### config.mk
export PLATFORM = sky130hd
export DESIGN_NAME = uart_mvm_core
export DESIGN_NICKNAME = d
export VERILOG_FILES = /design/src/rtl/uart_mvm_core.sv
export SDC_FILE = /design/constraint.sdc
export NUM_CORES = 1
export LEC_CHECK = 0
export CAP_MARGIN = 40
export CORE_MARGIN = 5
export CORE_UTILIZATION = 40
export DETAILED_ROUTE_END_ITERATION = 16
export SLEW_MARGIN = 10
export SYNTH_ARGS = -nofsm -noshare
export SYNTH_HDL_FRONTEND = slang
export SYNTH_SLANG_ARGS = --single-unit
### constraint.sdc
create_clock -name clk -period 5.1 [get_ports clk]
set_input_delay 1.02 -clock clk [delete_from_list [all_inputs] [get_ports clk]]
set_output_delay 1.02 -clock clk [all_outputs]
set_load 0.05 [all_outputs]
### src/rtl/uart_mvm_core.sv
// -----------------------------------------------------------------------------
// uart_mvm_core
//
// UART-driven 2x2 signed matrix-vector multiplier in a TinyTapeout-style pin
// wrapper. A 3-byte frame carrying vector x and matrix K arrives on the RX
// line. The core computes y = K*x and sends y[0], then y[1], on the TX line.
// RX and TX run independently, so a new frame may arrive while the previous
// reply is still being sent.
//
// Frame layout (first received byte in bits 7:0 of the assembled bus):
//   byte0 = {x1, x0}, byte1 = {K01, K00}, byte2 = {K11, K10}
//
// Ports:
//   clk      system clock, single clock domain
//   rst      synchronous, active-high reset
//   ena      design enable, ignored
//   ui_in    bit 0 = UART RX line (idle high), bits 7:1 unused
//   uo_out   bit 0 = UART TX line (idle high), bits 7:1 driven 0
//   uio_in   unused
//   uio_out  constant 0
//   uio_oe   constant 0 (all bidirectional pins are inputs)
//
// Optional feature (macro UART_MVM_SAT_EN):
//   defined   - each y[r] saturates to [-128, 127] before transmission
//   undefined - y[r] is the low 8 bits of the full sum (two's-complement wrap)
// -----------------------------------------------------------------------------
module uart_mvm_core #(
  parameter int CLOCKS_PER_PULSE = 32,
  parameter int BITS_PER_WORD    = 8,
  parameter int PACKET_SIZE_TX   = 13,
  parameter int R                = 2,
  parameter int C                = 2,
  parameter int W_X              = 4,
  parameter int W_K              = 4,
  parameter int W_Y_OUT          = 8
) (
  input  logic       clk,
  input  logic       rst,
  input  logic       ena,
  input  logic [7:0] ui_in,
  output logic [7:0] uo_out,
  input  logic [7:0] uio_in,
  output logic [7:0] uio_out,
  output logic [7:0] uio_oe
);

  localparam int N_WORDS_KX = (R * C * W_K + C * W_X) / BITS_PER_WORD;
  localparam int W_FRAME    = N_WORDS_KX * BITS_PER_WORD;
  localparam int W_Y_FULL   = W_X + W_K + $clog2(C);
  localparam int CW         = $clog2(CLOCKS_PER_PULSE);
  localparam int BW         = $clog2(BITS_PER_WORD);
  localparam int WCW        = $clog2(N_WORDS_KX + 1);
  localparam int N_PAD      = PACKET_SIZE_TX - 1 - BITS_PER_WORD;
  localparam int N_TX_BITS  = R * PACKET_SIZE_TX;
  localparam int TBW        = $clog2(N_TX_BITS);

  localparam logic [CW-1:0]  BIT_LAST  = CW'(CLOCKS_PER_PULSE - 1);
  localparam logic [CW-1:0]  HALF_LAST = CW'(CLOCKS_PER_PULSE / 2 - 1);
  localparam logic [BW-1:0]  DATA_LAST = BW'(BITS_PER_WORD - 1);
  localparam logic [WCW-1:0] WORD_LAST = WCW'(N_WORDS_KX - 1);
  localparam logic [TBW-1:0] TX_LAST   = TBW'(N_TX_BITS - 1);

  typedef enum logic [1:0] {RX_IDLE, RX_START, RX_DATA, RX_STOP} rx_state_t;
  typedef enum logic       {TX_IDLE, TX_SEND} tx_state_t;

  // ---------------------------------------------------------------------------
  // RX line synchronizer (idle level is high, so it resets to 1)
  // ---------------------------------------------------------------------------
  logic rx_meta, rx_sync;

  // NOTE: sequential state is written with non-blocking assignments so every
  // flop samples the pre-edge value of its neighbours, whatever the block order.
  always_ff @(posedge clk) begin
    if (rst) begin
      rx_meta <= 1'b1;
      rx_sync <= 1'b1;
    end else begin
      rx_meta <= ui_in[0];
      rx_sync <= rx_meta;
    end
  end

  // ---------------------------------------------------------------------------
  // RX FSM: half-bit start check, mid-bit data sampling, stop-bit validation.
  // rx_valid is a one-cycle pulse with the received byte in rx_byte.
  // ---------------------------------------------------------------------------
  rx_state_t                  rx_state;
  logic [CW-1:0]              rx_cnt;
  logic [BW-1:0]              rx_bit;
  logic [BITS_PER_WORD-1:0]   rx_shift;
  logic [BITS_PER_WORD-1:0]   rx_byte;
  logic                       rx_valid;

  always_ff @(posedge clk) begin
    if (rst) begin
      rx_state <= RX_IDLE;
      rx_cnt   <= '0;
      rx_bit   <= '0;
      rx_shift <= '0;
      rx_byte  <= '0;
      rx_valid <= 1'b0;
    end else begin
      rx_valid <= 1'b0;
      unique case (rx_state)
        RX_IDLE: begin
          rx_cnt <= '0;
          if (!rx_sync) rx_state <= RX_START;
        end
        RX_START: begin
          if (rx_cnt == HALF_LAST) begin
            // Still low at mid start bit: a real start. High: a glitch.
            rx_cnt   <= '0;
            rx_bit   <= '0;
            rx_state <= rx_sync ? RX_IDLE : RX_DATA;
          end else begin
            rx_cnt <= rx_cnt + CW'(1);
          end
        end
        RX_DATA: begin
          if (rx_cnt == BIT_LAST) begin
            rx_cnt   <= '0;
            // LSB arrives first, so shift in from the top.
            rx_shift <= {rx_sync, rx_shift[BITS_PER_WORD-1:1]};
            if (rx_bit == DATA_LAST) rx_state <= RX_STOP;
            else                     rx_bit   <= rx_bit + BW'(1);
          end else begin
            rx_cnt <= rx_cnt + CW'(1);
          end
        end
        RX_STOP: begin
          if (rx_cnt == BIT_LAST) begin
            rx_cnt   <= '0;
            rx_state <= RX_IDLE;
            // A low stop bit is a framing error: the byte is dropped silently.
            if (rx_sync) begin
              rx_byte  <= rx_shift;
              rx_valid <= 1'b1;
            end
          end else begin
            rx_cnt <= rx_cnt + CW'(1);
          end
        end
        default: rx_state <= RX_IDLE;
      endcase
    end
  end

  // ---------------------------------------------------------------------------
  // Frame assembly and y = K*x
  // frame_cur is the frame buffer with the byte currently on rx_byte merged in,
  // so the product is ready in the same cycle the last byte becomes valid.
  // ---------------------------------------------------------------------------
  logic [W_FRAME-1:0]             frame_buf;
  logic [W_FRAME-1:0]             frame_cur;
  logic [WCW-1:0]                 byte_cnt;
  logic [W_X-1:0]                 x_v;
  logic [W_K-1:0]                 k_v;
  logic [W_Y_FULL-1:0]            x_e, k_e;
  logic [R-1:0][W_Y_FULL-1:0]     y_full;
  logic [R*W_Y_OUT-1:0]           y_word;
`ifdef UART_MVM_SAT_EN
  logic [W_Y_FULL-W_Y_OUT:0]      y_hi;
`endif

  // NOTE: every variable of a combinational block gets a default first, so no
  // path through the block can leave it holding state (no inferred latch).
  always_comb begin
    frame_cur = frame_buf;
    frame_cur[byte_cnt*BITS_PER_WORD +: BITS_PER_WORD] = rx_byte;
    x_v    = '0;
    k_v    = '0;
    x_e    = '0;
    k_e    = '0;
    y_full = '0;
    y_word = '0;
`ifdef UART_MVM_SAT_EN
    y_hi   = '0;
`endif
    for (int r = 0; r < R; r++) begin
      for (int c = 0; c < C; c++) begin
        x_v = frame_cur[c*W_X +: W_X];
        k_v = frame_cur[C*W_X + (r*C + c)*W_K +: W_K];
        // Sign-extend to the full sum width; the low W_Y_FULL bits of a
        // two's-complement product do not depend on operand signedness.
        x_e = {{(W_Y_FULL-W_X){x_v[W_X-1]}}, x_v};
        k_e = {{(W_Y_FULL-W_K){k_v[W_K-1]}}, k_v};
        y_full[r] = y_full[r] + x_e * k_e;
      end
`ifdef UART_MVM_SAT_EN
      // Fits in W_Y_OUT bits only if all bits above the output sign agree.
      y_hi = y_full[r][W_Y_FULL-1:W_Y_OUT-1];
      if ((&y_hi) || !(|y_hi))
        y_word[r*W_Y_OUT +: W_Y_OUT] = y_full[r][W_Y_OUT-1:0];
      else if (y_full[r][W_Y_FULL-1])
        y_word[r*W_Y_OUT +: W_Y_OUT] = {1'b1, {(W_Y_OUT-1){1'b0}}};
      else
        y_word[r*W_Y_OUT +: W_Y_OUT] = {1'b0, {(W_Y_OUT-1){1'b1}}};
`else
      y_word[r*W_Y_OUT +: W_Y_OUT] = y_full[r][W_Y_OUT-1:0];
`endif
    end
  end

  // ---------------------------------------------------------------------------
  // Byte counter, frame buffer and single-entry pending result
  // ---------------------------------------------------------------------------
  logic [R*W_Y_OUT-1:0] pend_y;
  logic                 pend_valid;
  logic                 tx_load;
  tx_state_t            tx_state;

  assign tx_load = (tx_state == TX_IDLE) && pend_valid;

  always_ff @(posedge clk) begin
    if (rst) begin
      // NOTE: the frame buffer is only a few flops and is cleared on reset so
      // bytes of an interrupted frame can never combine with a later one.
      frame_buf  <= '0;
      byte_cnt   <= '0;
      pend_y     <= '0;
      pend_valid <= 1'b0;
    end else begin
      if (rx_valid) begin
        frame_buf <= frame_cur;
        if (byte_cnt == WORD_LAST) byte_cnt <= '0;
        else                       byte_cnt <= byte_cnt + WCW'(1);
      end
      // A fresh result wins over a hand-off in the same cycle and overwrites
      // any result that has not been picked up yet.
      if (rx_valid && (byte_cnt == WORD_LAST)) begin
        pend_y     <= y_word;
        pend_valid <= 1'b1;
      end else if (tx_load) begin
        pend_valid <= 1'b0;
      end
    end
  end

  // ---------------------------------------------------------------------------
  // TX: all result words are packed into one LSB-first bit stream, each word
  // being {N_PAD ones, data, start 0}, so words go out back to back.
  // ---------------------------------------------------------------------------
  logic [N_TX_BITS-1:0]   tx_packet;
  logic [N_TX_BITS-2:0]   tx_shift;
  logic [CW-1:0]          tx_cnt;
  logic [TBW-1:0]         tx_bit;
  logic                   tx_line;

  always_comb begin
    tx_packet = '0;
    for (int r = 0; r < R; r++)
      tx_packet[r*PACKET_SIZE_TX +: PACKET_SIZE_TX] =
        {{N_PAD{1'b1}}, pend_y[r*W_Y_OUT +: W_Y_OUT], 1'b0};
  end

  always_ff @(posedge clk) begin
    if (rst) begin
      tx_state <= TX_IDLE;
      tx_line  <= 1'b1;
      tx_shift <= '0;
      tx_cnt   <= '0;
      tx_bit   <= '0;
    end else begin
      unique case (tx_state)
        TX_IDLE: begin
          tx_line <= 1'b1;
          if (tx_load) begin
            tx_line  <= tx_packet[0];
            tx_shift <= tx_packet[N_TX_BITS-1:1];
            tx_cnt   <= '0;
            tx_bit   <= '0;
            tx_state <= TX_SEND;
          end
        end
        TX_SEND: begin
          if (tx_cnt == BIT_LAST) begin
            tx_cnt <= '0;
            if (tx_bit == TX_LAST) begin
              tx_line  <= 1'b1;
              tx_state <= TX_IDLE;
            end else begin
              tx_bit   <= tx_bit + TBW'(1);
              tx_line  <= tx_shift[0];
              tx_shift <= tx_shift >> 1;
            end
          end else begin
            tx_cnt <= tx_cnt + CW'(1);
          end
        end
        default: tx_state <= TX_IDLE;
      endcase
    end
  end

  // ---------------------------------------------------------------------------
  // Pin wrapper
  // ---------------------------------------------------------------------------
  assign uo_out  = {7'b0, tx_line};
  assign uio_out = 8'h00;
  assign uio_oe  = 8'h00;

  // Inputs the wrapper ignores, plus sum bits that only matter for saturation.
  logic unused;
  assign unused = &{1'b0, ena, ui_in[7:1], uio_in, y_full};

endmodule

### Word level (Yosys, flattened, before mapping)

Cells that the tools add are included.

| storage, ports and cells | value |
|---|---|
| output and inout port bits | 24 |
| input bits | 19 |
| logic and storage cells | 101 |
| register bits after elaboration | 109 |

| cells by class | value |
|---|---|
| muxes and demuxes | 37 |
| multiply operators | 4 |
| equal/unequal tests | 18 |
| bitwise logic cells | 3 |
| add/sub/neg operators | 8 |
| reduce and logical (&&, ||, !) cells | 12 |
| shift-type cells | 2 |

Operators by type and width:

| kind | count |
|---|---|
| 25-bit two-way mux | 3 |
| 25-bit one-hot mux with 2 select lines | 1 |
| 5-bit negator with 34-bit output | 1 |
| 8-bit by 34-bit variable shift with 24-bit output (first input constant) | 1 |
| 8-bit by 34-bit variable part select with 24-bit output | 1 |
| 4-bit by 4-bit multiplier with 8-bit output | 4 |
| 5-bit two-way mux | 6 |
| 24-bit bitwise mux | 1 |
| 5-bit one-hot mux with 2 select lines | 2 |
| 8-bit adder | 2 |
| 2-bit != test (second input constant) | 8 |
| 5-bit by 1-bit adder with 5-bit output (second input constant) | 3 |
| 5-bit == test (second input constant) | 3 |
| 5-bit one-hot mux with 3 select lines | 1 |
| 2-bit two-way mux | 7 |
| 1-bit two-way mux | 9 |
| 3-bit two-way mux | 3 |
| 2-bit one-hot mux with 4 select lines | 1 |
| 2-bit == test (second input constant) | 3 |
| 3-bit one-hot mux with 2 select lines | 1 |
| 3-bit AND reduction | 2 |
| 5-bit by 4-bit == test with 1-bit output (second input constant) | 1 |
| 5-bit AND reduction | 1 |
| 1-bit one-hot mux with 2 select lines | 2 |
| other kinds (13) | 17 |

### Longest topological paths before layout

Gate-level depths: netlist of the first run.

| logic depth | value |
|---|---|
| word-level depth | 5 |
| mapped depth | 22 |
| mapped depth without buffers | 22 |

### Worst setup path after synthesis of the first run

OpenSTA, ideal clock, no wires.

| timing | value |
|---|---|
| path kind | reg2reg |
| start point | register byte_cnt[0] |
| end point | register pend_y[15] |
| cell stages (with the launch flop) | 21 |
| buffers on the path | 0 |
| arrival time | 5.310 ns |
| clock period less this slack | 5.372 ns |
| setup time | 0.062 ns |
| setup slack | -0.272 ns |
| required time | 5.038 ns |
| cells stage by stage | dfxtp_1 > inv_1 > ha_1 > nor2_1 > a31oi_1 > nor2_1 > inv_1 > fa_1 > inv_1 > fa_1 > fa_1 > inv_1 > fa_1 > inv_1 > ha_1 > nand2_1 > o21ai_0 > a21oi_1 > a21bo_2 > or3_1 > nand3_1 |

| between the ends | value |
|---|---|
| longest elaborated chain between the ends | 5 |
| elaborated cells between the ends (all ways) | 9 |
| classes of those cells | add/sub (2); mul (2); eq/ne (1); shift (2); mux (1); reduce/logical (1) |

RTL lines:

| what | RTL line | text |
|---|---|---|
| from (decl) | 155 | `logic [WCW-1:0] byte_cnt;` |
| from (signal assigned) | 226 | `else byte_cnt <= byte_cnt + WCW'(1);` |
| 5-bit negator with 34-bit output | 169 | `frame_cur[byte_cnt*BITS_PER_WORD +: BITS_PER_WORD] = rx_byte;` |
| 8-bit by 34-bit variable part select with 24-bit output / 8-bit by 34-bit variable shift with 24-bit output (equally long branches) | 169 |  |
| 24-bit bitwise mux | 169 |  |
| 4-bit by 4-bit multiplier with 8-bit output | 187 | `y_full[r] = y_full[r] + x_e * k_e;` |
| 8-bit adder | 187 |  |
| to (signal assigned) | 231 | `pend_y <= y_word;` |
| to (decl) | 207 | `logic [R*W_Y_OUT-1:0] pend_y;` |

Parallel ways exist; a longest one is shown, timed or not.
A chain may end at the register's enable or synchronous reset.

### Worst setup path after layout of the first run

Same ends and word-level chain as after synthesis.

==> summary.txt, run 1 <==
Run
  • Max Cap Viol: 0

STA
  • Final setup fails: 0
  • Clock skew: 0.00955 ns
  • Slew margin rel.: between 40% and 50%
  • Max Clk Rate: between 200 and 250 MHz
  • Period Utilization, post-route: between 90% and 100%
  • Worst slew pin tran: ~0.83 ns
  • RSZ-0062 raised after global routing: yes
  • Final worst slack: approximately 0.10 ns
  • Hold WS: 0.418 ns
  • Minimum clock period: ~5 ns
  • Max-slew violations: 0
  • Total negative slack: 0 ns
  • Final hold viol count: 0

Floorplanning
  • I/O pin count: 43
  • Core footprint: approximately 19000 um^2
  • Die height: between 100 and 150 um
  • Die area: approximately 22000 um^2
  • Initial core utilization: 40.4%
  • Die Span X: approximately 150 um
  • Site row count: 50

Clocking
  • CTS tree: done
  • Clk sinks: about 110
  • CTS Buffer Depth: 2
  • Clk_lat worst skew: about 0.36 ns
  • Reg clk slew, reported paths: roughly 0.080 ns
  • Clock buffer count from CTS: 9
  • Root buf cell: clkbuf_16
  • H-tree levels: 3
  • Post-CTS Hold Buffers: 0

Hold path
  • HP Class: flip-flop to flip-flop
  • Hold Path Depth: 1
  • Worst Hold End: rx_sync
  • Min-delay src: rx_meta

Critical path
  • Most Frequent Cell on Critical Path: fa_1
  • Critical-path cell list: inv_4 -> ha_4 -> buf_6 -> nor2_4 -> buf_6 -> buf_6 -> nand3_2 -> o21ai_4 -> nor2_1 -> fa_1 -> fa_1 -> fa_1 -> inv_1 -> fa_1 -> inv_1 -> ha_4 -> a21oi_2 -> o21ai_1 -> a21oi_1 -> a21bo_2 -> or3_1 -> nand3_1
  • Critical path's largest stage delay: approximately 0.55 ns
  • CP max-delay cell: fa_1
  • FF-to-FF setup slack: approximately 0.10 ns
  • Worst path required time: around 5.4 ns
  • Critical Path End Type: flip-flop
  • Critical path's top delay family: adder cells
  • FF-to-FF Start: byte_cnt[0]
  • Critical path type: flip-flop to flip-flop
  • Worst r2r dst: pend_y[15]
  • Reg2reg path depth: 22
  • CP Launch Type: flip-flop
  • Crit path DAT: roughly 5.3 ns
  • Buf/Inv on CP: 6
  • Max FO, Critical Path: 5

Route
  • Remaining antenna violation count: 0
  • Vias per cell: 4.83
  • Drt drc: 0
  • Initial DRC Count: around 250
  • Routed len/inst: approximately 13 um
  • Via Count: 5717
  • Drt pass-1 iters: 4
  • Routed WL: 15900 um

Finish
  • Syn-to-layout area delta: 19.3%
  • Share of layout cells above drive strength 1: between 10% and 20%
  • ANT cells: 0
  • Fillers: 1777
  • Fin nets: about 1100

Yosys
  • Async SR Flop Fraction: 0%
  • Syn Area/Cell: approximately 8.5 um^2
  • Main synth FF type: dfxtp_1
  • Post-synthesis mux area share: between 3 and 4%
  • Synth unique cells: 57
  • Post-synth EDFFs: 0
  • Number of synthesized register bits: ~110
  • Post-synthesis adder-cell area fraction: a little under a quarter
  • YS warnings: 0
  • Post-Synthesis Cell Area: around 7500 um^2
  • Largest family of logic cells by synthesized area: adder cells
  • Post-Synth XOR/XNOR Area: under 10%
  • Simple-Gate Fraction of Synth Area: 18.3%
  • Synth Instances: between 800 and 900
  • Compound-Gate Fraction of Synth Area: between 10 and 15%
  • Sequential share of the synthesized area: 29.1%

Placement
  • DP Wirelength: around 12000 um
  • GP Congestion: 0.847
  • Pre-CTS WS: -0.162 ns
  • Port-buffer cells: 3

Global routing
  • First-pass GRT wire length: about 27000 um
  • Initial antenna violation count: 0
  • Vias in the first global route: between 5000 and 6000
  • Overall Global Routing Usage: 15.1%
  • Remaining Overflow, GRT: 0
  • Largest net degree at the start of global routing: 64

Status
  • Outcome: finished, final reports clean

Power and ir drop
  • PwrDens: around 180 nW/um^2
  • Pleak: 3.46 nW
  • Peak VDD IR: ~0.13 mV
-- per-stage QoR --
stage	total power [mW]	std cells	instance area [um^2]	utilization, %
CTS	1.63	1169	8540	46.0
finish	1.60	1183	8950	48.2
floorplan	0.940	902	7640	-
detailed placement	0.930	1153	8190	44.1
global route	1.66	1183	8950	48.2
global placement	0.930	1153	8190	44.1
-- flip-flops by register name (all words and copies together), names as in the netlist, named ones only --
name        cells
pend_valid      1
rx_bit          3
rx_valid        1
rx_sync         1
rx_state        1
rx_shift        8
pend_y         16
byte_cnt        2
tx_line         1
rx_byte         8
tx_bit          5
tx_state        1
rx_meta         1
rx_cnt          5
frame_buf      24
tx_cnt          5
tx_shift       25
-- routing by layer --
| metal | track usage [%] | share of wire, % | wire, um |
|---|---|---|---|
| met3 | 3.15 | 3.6 | 568 |
| met2 | 23.7 | 47 | 7490 |
| met4 | 4.57 | 0.98 | 156 |
| met5 | 0 | 0 | 0 |
| met1 | 21.1 | 48 | 7730 |
-- power breakdown --
group / internal, mW / switching, mW
sequential: 0.852 / 0.00156
combinational: 0.00425 / 0.0531
clock: 0.353 / 0.341
total: 1.21 / 0.395
-- repair_timing --
action,4_1_cts,5_1_grt
setup buffers,0,14
setup endpoints to repair,8,8
pin swaps,2,42
resized for setup,15,71
-- Yosys cell counts, types with 2 or more instances --
cell	n	area, um^2
nor2_1	139	522
dfxtp_1	109	2180
inv_1	101	379
nand2_1	66	248
fa_1	54	1080
ha_1	49	613
a21oi_1	48	240
a211oi_1	40	300
xnor2_1	29	254
buf_4	24	180
clkbuf_1	24	90.1
nor2b_1	24	150
mux2i_1	23	230
nand3_1	19	95.1
o21ai_0	13	65.1
or2_2	12	75.1
a22oi_1	9	67.6
a31oi_1	9	56.3
nand2b_1	8	50.1
nor3_1	8	40.0
xor2_1	7	61.3
and2_1	6	37.5
buf_1	6	22.5
nand4_1	4	25.0
o21a_1	4	30.0
a311o_1	3	30.0
nor3b_1	3	22.5
or3_1	3	18.8
a32oi_1	2	17.5
a41oi_1	2	17.5
and3_1	2	12.5
buf_2	2	10.0
buf_6	2	22.5
maj3_1	2	20.0
nor4_1	2	12.5
-- worst max path at each step --
| stage | start | to | cells after the start | slack (ns) |
|---|---|---|---|---|
| floorplan | byte_cnt[0] | pend_y[7] | 21 | 0.004 |
| global placement | byte_cnt[1] | pend_y[15] | 20 | -0.15 |
| detailed placement | byte_cnt[1] | pend_y[15] | 20 | -0.16 |
| CTS | byte_cnt[0] | pend_y[15] | 20 | 0.02 |
| global route | byte_cnt[0] | pend_y[14] | 20 | -0.07 |
| finish | byte_cnt[0] | pend_y[15] | 22 | 0.10 |
-- worst reg2reg max path, cell delays in order (launching register included) --
cell	delay, ns
dfxtp_2	0.36
inv_4	0.05
ha_4	0.24
buf_6	0.13
nor2_4	0.23
buf_6	0.14
buf_6	0.12
nand3_2	0.11
o21ai_4	0.11
nor2_1	0.08
fa_1	0.48
fa_1	0.52
fa_1	0.55
inv_1	0.05
fa_1	0.52
inv_1	0.06
ha_4	0.25
a21oi_2	0.14
o21ai_1	0.09
a21oi_1	0.10
a21bo_2	0.24
or3_1	0.30
nand3_1	0.08
-- logic make-up after synthesis --
kind of cell               Yosys count
AOI/OAI and AO/OA                  142
xor gates and xnor gates            36
adders and majority gates          105
buffers and inverters              161
DFF                                109
muxes                               23
other                                1
and+or+nand+nor                    303
-- layout by cell type, fill, tap and decap left out, drive strengths merged, types with 19 or more instances in the layout --
| master | instances |
|---|---|
| mux2i | 23 |
| nor2b | 24 |
| ha | 49 |
| inv | 104 |
| conb | 23 |
| fa | 54 |
| dfxtp | 109 |
| a21oi | 49 |
| a211oi | 40 |
| nor2 | 139 |
| nand2 | 66 |
| xnor2 | 29 |
| buf | 87 |
| nand3 | 19 |
-- final cells by class --
type	count	area (um^2)	area share [%]
Inverter	103	394	4.40
Timing Repair Buffer	89	727	8.12
Clock buffer	10	239	2.67
Multi-Input combinational cell	632	5060	56.5
Sequential cell	109	2180	24.4
Tap cell	234	293	3.27
Clock inverter	6	57.6	0.643
(Power assumes the default switching activity.)
==> inputs of run 2 (changes only) <==
- DONT_BUFFER_PORTS: default -> 1
==> run 2 against run 1 <==
Net effect: setup slack better by 0.017 ns; clock skew shrank 0.0025 ns; cell count rose by 0.17%; global-route usage decreased by 0.068 points; non-clock buffer count increased by 2; flip-flop and latch count unchanged; utilization is 0.32 points higher; combinational power shrank 25%; first-iteration DRC count increased by 38%; largest cell class unchanged; largest power group unchanged.
==> summary.txt, run 2 (same netlist as run 1, synthesis figures left out) <==
Status
  • Outcome: finished, final reports clean

Placement
  • GP Congestion: 0.852 (+0.54%)
  • Area post-placement: 8160 um^2 (-0.37%)
  • DP Wirelength: 11600 um (+0.43%)
  • Inst Count DP: 1148 (-0.43%)
  • Port-buffer cells: 0 (-3)

Finish
  • Commonest non-fill, non-tap cells in the layout: nor2_1 (131), dfxtp_1 (107), inv_1 (88)
  • Final Instance Area: 9010 um^2 (+0.66%)
  • Share of layout cells above drive strength 1: 20.6% (+0.90 points)
  • Reg with most FFs: tx_shift
  • Commonest non-fill, non-tap cell in the layout: nor2_1
  • ANT cells: 0 (unchanged)
  • Syn-to-layout area delta: 20.1%
  • Fin nets: 1068 (+0.19%)
  • Final Util: 48.5% (+0.32 points)
  • Cell Count, Final, Fillers Out: 1185 (+0.17%)
  • Max reg flops: 25 (unchanged)
  • Largest registers: tx_shift x25, frame_buf x24, pend_y x16

Power and ir drop
  • PwrDens: 178 nW/um^2 (-0.41%)
  • Pleak: 3.49 nW (+0.92%)
  • Peak VDD IR: 0.139 mV (+4.0%)

Global routing
  • Met1 Usage GRT: 19.9% (-1.2 points)
  • Vias in the first global route: 5535 (+1.2%)
  • Initial antenna violation count: 0 (unchanged)
  • Grt met2 use: 24.5% (+0.85 points)
  • Overall Global Routing Usage: 15.0% (-0.068 points)
  • Remaining Overflow, GRT: 0 (unchanged)
  • GR Layer Usage met3: 2.78% (-0.37 points)
  • Largest net degree at the start of global routing: 101 (+58%)
  • First-pass GRT wire length: 26800 um (-0.43%)
  • GRT busiest layer: met2

Critical path
  • Critical Path End Type: flip-flop
  • Critical path's largest stage delay: 0.57 ns (+0.02 ns)
  • Reg2reg path depth: 19 (-14%)
  • Critical path type: flip-flop to flip-flop
  • Worst path required time: 5.35 ns (-0.06 ns)
  • CP max-delay cell: fa_1
  • CP Depth: 19 (-14%)
  • Critical path's top delay family: adder cells
  • CP Launch Type: flip-flop
  • Max FO, Critical Path: 5 (unchanged)
  • Crit path DAT: 5.23 ns (-0.07 ns)
  • FF-to-FF setup slack: 0.12 ns (+0.02 ns)
  • Buf/Inv on CP: 7 (+1)
  • Critical-path cell list: inv_4 -> ha_4 -> buf_6 -> nor2_4 -> buf_6 -> a31oi_4 -> buf_6 -> and2_4 -> fa_1 -> inv_2 -> fa_1 -> inv_2 -> fa_1 -> fa_1 -> ha_4 -> buf_6 -> a2111oi_4 -> nor4_1 -> a311o_1

STA
  • Hold WS: 0.412 ns (-0.00635 ns)
  • Max-slew violations: 0 (unchanged)
  • Final setup fails: 0 (unchanged)
  • Max Clk Rate: 201 MHz (+0.34%)
  • Clock skew: 0.00708 ns (-0.00246 ns)
  • Slew margin rel.: 48.3% (+3.6 points)
  • Final hold viol count: 0 (unchanged)
  • RSZ-0062 raised after global routing: yes
  • Minimum clock period: 4.98 ns (-0.0168 ns)
  • Period Utilization, post-route: 97.6% (-0.33 points)
  • Worst slew pin tran: 0.776 ns (-0.0521 ns)

Clocking
  • H-tree levels: 3 (unchanged)
  • CTS tree: done
  • Clock buffer count from CTS: 9 (unchanged)
  • Clk sinks: 109 (unchanged)
  • CTS Buffer Depth: 2 (unchanged)
  • Clk_lat worst skew: 0.36 ns (about the same)
  • Reg clk slew, reported paths: 0.07 ns (about the same)
  • Post-CTS Hold Buffers: 0 (unchanged)
  • Root buf cell: clkbuf_16

Route
  • Vias per cell: 4.89 (+1.1%)
  • Via Count: 5791 (+1.3%)
  • Initial DRC Count: 349 (+38%)
  • Drt drc: 0 (unchanged)
  • Routed len/inst: 13.4 um (-0.25%)
  • Routed WL: 15900 um (about the same)
  • Drt pass-1 iters: 4 (unchanged)
  • Remaining antenna violation count: 0 (unchanged)

Floorplanning
  • Die height: 147 um (unchanged)
  • I/O pin count: 43 (unchanged)
  • Die area: 21600 um^2 (unchanged)
  • Site row count: 50 (unchanged)
  • Initial core utilization: 40.4% (unchanged)
  • Die Span X: 147 um (unchanged)
  • Core footprint: 18600 um^2 (unchanged)

Hold path
  • Hold Path Depth: 1 (unchanged)
  • HP Class: flip-flop to flip-flop

Run
  • Max Cap Viol: 0 (unchanged)
[run 2: cell types whose count changed in the layout (fill, tap and decap cells not counted), sizes merged]
cell and delta:
buf +4, clkdlybuf4s50 -2, clkinvlp -2, bufinv +1
clkbuf +1
[run 2: metal layers]
layer	vias up	wire length (um)
met5	-	0
met4	0	381
met1	2707	7580
met2	93	7350
met3	22	611
li1	2969	-
[run 2: power by group]
group	internal [mW]	leakage, nW	switching, mW
combinational	0.00267	2.47	0.0400
clock	0.384	0.145	0.328
sequential	0.852	0.879	0.00155
[run 2: path summary, 6_finish.rpt]
check	startpoint	to
worst max register to register	byte_cnt[1]	pend_y[6]
worst max-delay path	byte_cnt[1]	pend_y[6]
worst min-delay path	rx_meta	rx_sync
worst min register to register	rx_meta	rx_sync
[run 2: area by class of cell]
type,count,area (um^2)
fill,1775,9570
multi-input combinational,632,5080
sequential,109,2180
timing repair buffer,91,769
inverter,103,394
tap,234,293
clock buffer,11,233
clock inverter,5,60.1
[run 2: repair_timing]
action                                  4_1_cts  5_1_grt
endpoints found under the setup margin        8        8
setup buffers                                 4       18
pin swaps                                     7       58
gates resized for setup                      19       77
[run 2: per-stage QoR]
stage | power [mW] | worst slack (ns) | setup TNS [ns]
floorplan | 0.940 | 0.00443 | 0
global placement | 0.915 | -0.221 | -0.651
detailed placement | 0.916 | -0.214 | -0.760
CTS | 1.63 | 0.0157 | 0
global route | 1.66 | -0.0524 | -0.101
finish | 1.61 | 0.121 | 0
==> inputs of run 3 (changes only) <==
- PLACE_DENSITY: default -> 0.65
==> run 3 against run 2 <==
Net effect: critical path depth shrank 2; routed wire length shrank 2.1%; fmax grew 1.2%; combinational power is essentially flat; via count shrank 0.14%; flip-flop and latch count is the same; design area shrank 1.7%; sequential power is essentially flat; register-to-register slack gained 0.06 ns; count of clock-buffer cells in the layout grew 1; highest routed layer unchanged; critical path type unchanged.
==> summary.txt, run 3 (same netlist as run 1, synthesis figures left out) <==
STA
  • Clock skew: 0.00872 ns (+0.00164 ns)
  • Max-slew violations: 0 (unchanged)
  • Slew margin rel.: 44.6% (-3.6 points)
  • Final hold viol count: 0 (unchanged)
  • Max Clk Rate: 203 MHz (+1.2%)
  • RSZ-0062 raised after global routing: yes
  • Hold WS: 0.409 ns (-0.00254 ns)
  • Worst slew pin tran: 0.831 ns (+0.0545 ns)
  • Final setup fails: 0 (unchanged)
  • Final worst slack: 0.177 ns (+0.0568 ns)
  • Minimum clock period: 4.92 ns (-0.0568 ns)
  • Total negative slack: 0 ns (unchanged)
  • Period Utilization, post-route: 96.5% (-1.1 points)

Floorplanning
  • Die Span X: 147 um (unchanged)
  • Die height: 147 um (unchanged)
  • Die area: 21600 um^2 (unchanged)
  • Core footprint: 18600 um^2 (unchanged)
  • Site row count: 50 (unchanged)
  • I/O pin count: 43 (unchanged)
  • Initial core utilization: 40.4% (unchanged)

Finish
  • Fin nets: 1057 (-1.0%)
  • Cell Count, Final, Fillers Out: 1173 (-1.0%)
  • Reg with most FFs: tx_shift
  • Commonest non-fill, non-tap cell in the layout: nor2_1
  • Storage cell area: 2180 um^2 (unchanged)
  • Area of the multi-input gates: 5020 um^2 (-1.2%)
  • Fillers: 1775 (unchanged)
  • Share of layout cells above drive strength 1: 18.2% (-2.4 points)
  • Commonest non-fill, non-tap cells in the layout: nor2_1 (133), dfxtp_1 (107), inv_1 (97)
  • Final Instance Area: 8860 um^2 (-1.7%)
  • Final Util: 47.7% (-0.82 points)
  • Largest registers: tx_shift x25, frame_buf x24, pend_y x16
  • Max reg flops: 25 (unchanged)
  • Syn-to-layout area delta: 18.1%
  • ANT cells: 0 (unchanged)

Placement
  • DP Wirelength: 11400 um (-1.7%)
  • Port-buffer cells: 0 (unchanged)
  • GP Congestion: 0.853 (+0.15%)
  • Inst Count DP: 1145 (-0.26%)
  • Pre-CTS WS: -0.120 ns (+0.0940 ns)
  • Area post-placement: 8120 um^2 (-0.43%)

Route
  • Drt drc: 0 (unchanged)
  • Routed len/inst: 13.3 um (-1.1%)
  • Routed WL: 15600 um (-2.1%)
  • Remaining antenna violation count: 0 (unchanged)
  • Initial DRC Count: 241 (-31%)
  • Drt pass-1 iters: 4 (unchanged)
  • Vias per cell: 4.93 (+0.88%)
  • Via Count: 5783 (-0.14%)

Power and ir drop
  • Peak VDD IR: 0.128 mV (-7.9%)
  • Psw: 0.367 mW (-0.57%)
  • Clk network pwr share: 45.5% (+1.2 points)
  • PwrDens: 186 nW/um^2 (+4.1%)
  • Sequential share of power: 51.9% (-1.2 points)
  • Sw Ratio: 22.3% (-0.65 points)
  • Logic pwr share: 2.6% (about the same)
  • Internal power: 1.28 mW (+3.2%)
  • Total power: 1.65 mW (+2.3%)
  • Pleak: 3.45 nW (-1.1%)

Hold path
  • Min-delay src: rx_meta
  • Hold Path Depth: 1 (unchanged)
  • Worst Hold End: rx_sync
  • HP Class: flip-flop to flip-flop

Global routing
  • Largest net degree at the start of global routing: 101 (unchanged)
  • Remaining Overflow, GRT: 0 (unchanged)
  • Vias in the first global route: 5522 (-0.23%)
  • First-pass GRT wire length: 26700 um (-0.46%)
  • Overall Global Routing Usage: 14.9% (-0.10 points)
  • Initial antenna violation count: 0 (unchanged)

Critical path
  • FF-to-FF Start: byte_cnt[1]
  • Critical path type: flip-flop to flip-flop
  • CP Launch Type: flip-flop
  • Worst r2r dst: pend_y[14]
  • Crit path DAT: 5.18 ns (-0.05 ns)
  • FF-to-FF setup slack: 0.18 ns (+0.06 ns)
  • Critical Path End Type: flip-flop
  • Max FO, Critical Path: 12 (+7)
  • Worst path required time: 5.36 ns (about the same)
  • Reg2reg path depth: 17 (-2)

Clocking
  • Clk_lat worst skew: 0.36 ns (about the same)
  • Reg clk slew, reported paths: 0.07 ns (about the same)
  • Post-CTS Hold Buffers: 0 (unchanged)
  • CTS tree: done
  • Root buf cell: clkbuf_16
  • CTS Buffer Depth: 2 (unchanged)
  • Clock buffer count from CTS: 9 (unchanged)
  • Clk sinks: 109 (unchanged)
  • H-tree levels: 3 (unchanged)

Status
  • Outcome: finished, final reports clean

Run
  • Max Cap Viol: 0 (unchanged)
## run 3: cell count changes in the layout (fill, tap and decap cells not counted), sizes merged
| cell | previous run | this run |
|---|---|---|
| buf | 91 | 80 |
| clkbuf | 11 | 12 |
| clkinv | 3 | 0 |
| inv | 104 | 105 |
## run 3: routing by layer
| metal | GRT usage, % | part of all wire [%] |
|---|---|---|
| met4 | 3.63 | 2.1 |
| met5 | 0 | 0 |
| met2 | 24.7 | 46 |
| met3 | 3.42 | 3.3 |
| met1 | 20.0 | 48 |
## run 3: final cells by class
type	instances	area share (%)
clock buffers	12	3.01
multi-input cells	632	56.6
inverters	103	4.42
well taps	234	3.31
flip-flops and latches	109	24.7
repair buffers	80	7.40
clock inverters	3	0.565
## run 3: worst max-delay path by stage
stage                 from         end  slack [ns]  depth (start not counted)
2_1_floorplan  byte_cnt[0]   pend_y[7]       0.004                         21
3_3_place_gp   byte_cnt[0]  pend_y[15]       -0.12                         20
3_5_place_dp   byte_cnt[1]  pend_y[14]       -0.12                         19
4_1_cts        byte_cnt[1]  pend_y[14]     -0.0005                         20
5_1_grt        byte_cnt[0]  pend_y[14]       -0.02                         21
6_report       byte_cnt[1]  pend_y[14]        0.18                         17
## run 3: timing repair
action / CTS / global route
resized for setup: 13 / 57
setup endpoints to repair: 6 / 8
hold endpoints to repair: 0 / 0
setup buffers: 1 / 12
pin swaps: 3 / 30
## run 3: critical path: stages, from the launching register on
cell and delay, ns:
dfxtp_2 0.33, buf_4 0.13, ha_1 0.18, buf_4 0.20, a41oi_1 0.47, nor2_1 0.13, inv_1 0.09, fa_1 0.44
fa_1 0.50, inv_1 0.06, fa_1 0.49, fa_1 0.57, ha_4 0.22, buf_6 0.12, a311o_1 0.34, o31ai_2 0.25
xor2_1 0.21, o21ai_1 0.09
## run 3: power groups by stage
stage	combinational [mW]	clock [mW]	sequential, mW
2_1_floorplan	0.0675	0	0.872
3_3_place_gp	0.0422	0	0.873
3_5_place_dp	0.0424	0	0.873
4_1_cts	0.0423	0.768	0.853
5_1_grt	0.0442	0.803	0.853
6_report	0.0426	0.749	0.853
